==> src/rtl/elevator_call_ctrl.sv <==
// Call latch and SCAN step sequencer feeding the elevator floor register.
// Optional watchdog on the WAIT state is enabled by defining CALL_WATCHDOG_EN.
module elevator_call_ctrl #(
  parameter int unsigned DOOR_CYCLES    = 4,
  parameter int unsigned TIMEOUT_CYCLES = 8,
  parameter int unsigned CNT_W          = 4
) (
  input  logic       clk,
  input  logic       reset_n,
  input  logic [2:0] call_req,
  input  logic [1:0] floor,
  output logic       up,
  output logic       down,
  output logic       door_open,
  output logic [2:0] pending,
  output logic       busy,
  output logic       fault
);

  localparam int unsigned CNT_MAX = (DOOR_CYCLES > TIMEOUT_CYCLES) ? DOOR_CYCLES : TIMEOUT_CYCLES;
  localparam logic [CNT_W-1:0] DOOR_LOAD = CNT_W'(DOOR_CYCLES);

  if (CNT_MAX >= (32'd1 << CNT_W)) begin : g_cnt_w_too_narrow
    $error("CNT_W too narrow for the door/timeout counter");
  end

  typedef enum logic [2:0] {
    S_IDLE  = 3'd0,
    S_STEP  = 3'd1,
    S_WAIT  = 3'd2,
    S_DOOR  = 3'd3,
    S_FAULT = 3'd4
  } state_t;

  localparam logic DIR_UP = 1'b0;
  localparam logic DIR_DN = 1'b1;

  state_t           state_q, state_d;
  logic             dir_q, dir_d;
  logic [CNT_W-1:0] cnt_q, cnt_d;
  logic [1:0]       start_q, start_d;
  logic [2:0]       clr, pending_d;
  logic             up_d, down_d;

  logic [2:0] fmask, above_mask, below_mask;
  logic       own_hit, calls_above, calls_below, ahead, behind;
  logic       moved;

  // Floor-relative call masks: bit i is floor i+1.
  always_comb begin
    fmask      = 3'b000;
    above_mask = 3'b000;
    below_mask = 3'b000;
    case (floor)
      2'd1: begin fmask = 3'b001; above_mask = 3'b110; end
      2'd2: begin fmask = 3'b010; above_mask = 3'b100; below_mask = 3'b001; end
      2'd3: begin fmask = 3'b100; below_mask = 3'b011; end
      default: ;
    endcase
  end

  assign own_hit     = |(pending & fmask);
  assign calls_above = |(pending & above_mask);
  assign calls_below = |(pending & below_mask);
  assign ahead       = (dir_q == DIR_UP) ? calls_above : calls_below;
  assign behind      = (dir_q == DIR_UP) ? calls_below : calls_above;
  assign moved       = (floor != 2'd0) && (floor != start_q);

  // Next-state, counter and step-pulse decisions.
  always_comb begin
    state_d = state_q;
    dir_d   = dir_q;
    cnt_d   = cnt_q;
    start_d = start_q;
    clr     = 3'b000;
    up_d    = 1'b0;
    down_d  = 1'b0;
    case (state_q)
      S_IDLE: begin
        if (floor != 2'd0) begin
          if (own_hit) begin
            state_d = S_DOOR;
            clr     = fmask;
            cnt_d   = DOOR_LOAD;
          end else if (ahead) begin
            state_d = S_STEP;
          end else if (behind) begin
            dir_d   = ~dir_q;
            state_d = S_STEP;
          end
        end
      end
      S_STEP: begin
        up_d    = (dir_q == DIR_UP);
        down_d  = (dir_q == DIR_DN);
        start_d = floor;
        state_d = S_WAIT;
`ifdef CALL_WATCHDOG_EN
        cnt_d   = CNT_W'(TIMEOUT_CYCLES);
`endif
      end
      S_WAIT: begin
        if (moved) begin
          if (own_hit) begin
            state_d = S_DOOR;
            clr     = fmask;
            cnt_d   = DOOR_LOAD;
          end else if (ahead) begin
            state_d = S_STEP;
          end else begin
            state_d = S_IDLE;
          end
        end
`ifdef CALL_WATCHDOG_EN
        else if (cnt_q <= CNT_W'(1)) begin
          state_d = S_FAULT;
          cnt_d   = '0;
        end else begin
          cnt_d = cnt_q - CNT_W'(1);
        end
`endif
      end
      S_DOOR: begin
        // A repeat call at the served floor is absorbed and holds the door.
        clr = fmask;
        if (|(call_req & fmask)) begin
          cnt_d = DOOR_LOAD;
        end else if (cnt_q <= CNT_W'(1)) begin
          state_d = S_IDLE;
          cnt_d   = '0;
        end else begin
          cnt_d = cnt_q - CNT_W'(1);
        end
      end
`ifdef CALL_WATCHDOG_EN
      S_FAULT: state_d = S_FAULT;
`endif
      default: state_d = S_IDLE;
    endcase
  end

  assign pending_d = (pending | call_req) & ~clr;

  // All state and outputs registered.
  always_ff @(posedge clk or negedge reset_n) begin
    if (!reset_n) begin
      state_q   <= S_IDLE;
      dir_q     <= DIR_UP;
      cnt_q     <= '0;
      start_q   <= 2'd0;
      pending   <= 3'b000;
      up        <= 1'b0;
      down      <= 1'b0;
      door_open <= 1'b0;
      busy      <= 1'b0;
    end else begin
      state_q   <= state_d;
      dir_q     <= dir_d;
      cnt_q     <= cnt_d;
      start_q   <= start_d;
      pending   <= pending_d;
      up        <= up_d;
      down      <= down_d;
      door_open <= (state_d == S_DOOR);
      busy      <= (state_d != S_IDLE);
    end
  end

`ifdef CALL_WATCHDOG_EN
  always_ff @(posedge clk or negedge reset_n) begin
    if (!reset_n) fault <= 1'b0;
    else          fault <= (state_d == S_FAULT);
  end
`else
  assign fault = 1'b0;
`endif

endmodule

==> config.mk <==
export PLATFORM = sky130hd
export DESIGN_NAME = elevator_call_ctrl
export DESIGN_NICKNAME = d
export VERILOG_FILES = /design/src/rtl/elevator_call_ctrl.sv
export SDC_FILE = /design/constraint.sdc
export NUM_CORES = 1
export LEC_CHECK = 0
export ABC_AREA = 1
export CORE_AREA = 2 2 42 59
export DETAILED_ROUTE_END_ITERATION = 7
export DIE_AREA = 0 0 44 61
export PLACE_DENSITY = 0.74
export SLEW_MARGIN = 10
export SYNTH_ARGS = -nofsm -noshare
export SYNTH_HDL_FRONTEND = slang
export SYNTH_SLANG_ARGS = --single-unit
==> constraint.sdc <==
create_clock -name clk -period 1.6 [get_ports clk]
set_input_delay 0.32 -clock clk [delete_from_list [all_inputs] [get_ports clk]]
set_output_delay 0.32 -clock clk [all_outputs]
set_load 0.03 [all_outputs]
# Word-level counts from Yosys, hierarchy flattened
# Cells that the tools add are included.
# op_classes
add_sub_neg	1
multipliers	0
div	0
n_lt_le_gt_ge	1
n_eq_ne	10
n_shift	0
n_mux	27
bitwise	10
n_reduce_logical	11
# op_table
cell	count
2-to-1 mux 3 bit	10
2-to-1 mux 4 bit	5
one-hot mux 3 bit (3 select lines)	2
AND 3 bit	5
one-hot mux 3 bit (4 select lines)	1
one-hot mux 4 bit (3 select lines)	1
OR reduction 3 bit	4
equality test 3 x 2 -> 1 bit (second input constant)	3
one-hot mux 3 bit (2 select lines)	1
nonzero test 3 bit	2
2-to-1 mux 1 bit	5
AND reduction 5 bit	1
equality test 2 bit (second input constant)	2
less-or-equal comparator 4 x 1 -> 1 bit (second input constant)	1
inequality test 2 bit (second input constant)	2
one-hot mux 2 bit (2 select lines)	1
subtractor 4 x 1 -> 4 bit (second input constant)	1
equality test 3 x 1 -> 1 bit (second input constant)	1
logical NOT 3 bit	1
inverter 1 bit	3
inverter 3 bit	1
OR 3 bit	1
AND reduction 3 bit	1
equality test 2 x 1 -> 1 bit (second input constant)	1
other kinds (4)	4
# word_totals
reg_bits	17
latchBits	0
mem_bits_rw	0
romBits	0
in_bits	7
out_inout_bits	8
wordCells	69
mem_count	0

# Logic depth before layout (Yosys ltp)
# Gate-level depths: netlist (run 1).
# logic_depth
ltp_word	11
ltp_mapped	10
depth_no_buf	10

# Worst setup path after synthesis (run 1)
# Ideal clock, no wire load.
# synth_path
path_type	register to register
start	reg cnt_q[0]
end	reg busy
setup_time_ns	0.128
arrival_ns	1.148
required_time_ns	1.472
slack_ns	0.325
path_stages_with_launch	10
path_buffers	0
synth_period_minus_slack_ns	1.275
cell_sequence	dfrtp_1 inv_1 ha_1 inv_1 nand2_1 nand2_1 nor2_1 nor2_1 nor2_2 nand3_1
# synth_via
elab_chain_cells	5
# synth_lines
item	line_no	rtl
start: declaration	40	logic [CNT_W-1:0] cnt_q, cnt_d;
start signal: assignment	159	cnt_q <= cnt_d;
less-or-equal comparator 4 x 1 -> 1 bit	128	end else if (cnt_q <= CNT_W'(1)) begin
2-to-1 mux 3 bit	128	
2-to-1 mux 3 bit	126	if (|(call_req & fmask)) begin
one-hot mux 3 bit (4 select lines)	78	case (state_q)
nonzero test 3 bit	165	busy <= (state_d != S_IDLE);
end signal: assignment	165	
end: declaration	16	output logic busy,
# Every way passes these cells.
# A chain may end at the register's enable or synchronous reset.

# Worst setup path in the final report (run 1)
# layout_path
start	reg pending[0]
end	out pending[0]
# layout_lines
item	line_no	rtl
start: declaration	15	output logic [2:0] pending,
start signal: assignment	161	pending <= pending_d;
# No word-level cell between the ends.

==> results of run 1 <==
## synth_stat cells, drive strengths merged, types with 2 or more instances
cell type / number
or2: 3
ha: 7
clkinv: 2
dfrtp: 17
nor2: 15
a21oi: 4
nand3: 14
nand2: 53
o21ai: 8
inv: 27
## power by group
part	total (uW)	switching [uW]	internal [uW]
registers	660	106	554
logic	721	463	258
clock network	231	138	93.1
total	1610	708	905
## cells by family after synthesis
| family | Yosys count | synth area share |
|---|---|---|
| XOR/XNOR | 1 | 0.00807 |
| adder cells (fa/ha/maj) | 7 | 0.0806 |
| other | 1 | 0.00345 |
| AND/OR/NAND/NOR | 88 | 0.346 |
| buffers and inverters | 30 | 0.108 |
| AO/OA/AOI/OAI | 12 | 0.0622 |
| flip-flops | 17 | 0.392 |
## layer usage
layer  track usage  part of all wire  up-vias
li1              -                 -      513
met1         0.224              0.40      455
met2         0.368              0.54       30
met3        0.0417             0.043        8
met4        0.0996             0.024        0
met5             0                 0        -
## how the worst min path moves through the flow
stage | from | end | slack [ps] | cells after the start
6_report | reset_n | cnt_q[0] | 340 | 2
5_1_grt | reset_n | cnt_q[0] | 360 | 2
4_1_cts | reset_n | cnt_q[0] | 340 | 2
3_5_place_dp | cnt_q[1] | cnt_q[1] | 480 | 2
3_3_place_gp | cnt_q[1] | cnt_q[1] | 470 | 2
2_1_floorplan | reset_n | busy | 20 | 0
## repair_timing
| item | CTS | global route |
|---|---|---|
| cloned | 0 | 0 |
| gates resized for setup | 11 | 5 |
| hold buffers | 0 | 0 |
| endpoints found under the setup margin | 15 | 12 |
## final cells by class
cell class	instances	area share
repair buffers	18	0.122
multi-input cells	110	0.428
clock buffers	3	0.0172
well taps	22	0.0210
inverters	29	0.0839
flip-flops and latches	17	0.324
clock inverters	1	0.00381
## metrics by stage
stage / power (uW) / worst slack [ps] / hold WS (ps) / cell area (sq um)
2_1_floorplan: 1180 / 325 / 24.4 / 1090
3_3_place_gp: 1380 / -332 / 474 / 1280
3_5_place_dp: 1400 / -388 / 482 / 1280
4_1_cts: 1620 / 12.7 / 341 / 1310
5_1_grt: 1760 / 52.6 / 359 / 1310
6_report: 1610 / 144 / 338 / 1310
## registers in the layout (all words and copies together), names as in the netlist
name,flops
up,1
cnt_q,4
door_open,1
busy,1
pending,3
state_q,3
dir_q,1
start_q,2
down,1
==> flow_summary.ini, run 1 <==
[layout]
fin_util = 0.610
synthToLayoutAreaGrowth_pct = 20.9
final-seq-area_sq_um = 425
layout_commonest_cell = nand2_1
fillCellCount = 209
drive_gt1_frac = 0.169
multiInputGateArea_sq_um = 562
stdcell_count = 200
fin_nets = 193
final_cell_mix = 49 x nand2_1, 22 x inv_1, 17 x dfrtp_1
diodes = 0

[detailed_routing]
routedWlPerCell_microns = 11.3
viasPerCell = 5.03
vias = 1006
drt_iter0_drc = 38
drc = 0
final_antenna_net_count = 0
dr.pass1.iters = 4
drt-total-wl_mm = 2.25

[timing]
drv_slew = 0
finalClockSkew_ps = 4.27
finalCritPeriodShare = 0.910
setup_tns_ps = 0
rsz0062_at_grt = false
maxClockFrequency_mhz = 687
final_hold_viol_count = 0
setup_viol = 0
fin_crit_ps = 1460

[floorplanning]
ios = 15
die_area_sq_mm = 0.00268
core_sq_mm = 0.00215
row_count = 20
die_h_microns = 61
initial_core_util = 0.505
die_w_microns = 44

[logic_synthesis]
synth_top_area_share = 0.392
synthTopCellsByArea = dfrtp_1 39%, nand2_1 18%, inv_1 8.3%, ha_1 8.1%, nand3_1 6.5%
yosysTopAreaCell = dfrtp_1
netlist_area_sq_mm = 0.00109
ys_seq_area_frac = 0.392
synth_flop_cell = dfrtp_1
ys_ff_latch = 17
synthesis.instances = 156
synth_area_per_cell_sq_um = 6.96
synth-edff-count = 0
ys_types = 22
synth-async-reset-ratio = 1.00
synth_warnings = 0

[worst_setup_path]
cp-startpoint = pending[0]
slowest_stage = dfrtp_1
max_stage_delay_ps = 420
cp.arrival_ps = 1140
crit_path_start_kind = flip-flop
cp_top_family = flip-flops
crit_chain = dlygate4sd2_1
reg2reg_to = busy
critPathMaxFanout = 5
path_depth = 1
end_kind = primary output
endpoint = pending[0]
reg2reg_slack_ps = 190
worst-setup-path-type = reg2out
crit_buf_inv = 1
crit-reg2reg-launch = cnt_q[0]
crit_required_ps = 1280
ff2ff_path_depth = 9

[outcome]
status = finished, final reports clean

[worst_hold_path]
worstHoldPathType = in2async

[grt]
grt_pass1_wl_mm = 4.00
grt_pass1_vias = 981
antenna_found_initial = 0
grt_use_total = 0.204
grt_start_max_net_pins = 18
gr-total-overflow = 0

[power_and_ir_drop]
power_leakage_uw = 0.000722
ir_drop_v = 0.000532
p_per_area_mw_per_mm2 = 1230

[place]
io_buffers = 13
placedCellCount = 196
dp_hpwl_mm = 1.70
gp_congestion = 0.874

[clock_network]
tritoncts = yes
cts_setup_buffers = 0
numCtsBuffers = 3
clk_pin_slew_ps = 100
clk_latency_ps = 290
cts_root_buf = clkbuf_4
htree_levels = 1
cts_sinks = 17
cts_buffer_depth = 2

[run]
drv_cap = 0
Power figures use the tool's default switching activity.
==> inputs of run 2 (changes only) <==
Settings changed: SLEW_MARGIN 10 to 30.
==> results of run 2 <==
Same layout as run 1: the final DEF is identical, and so are final timing and power.
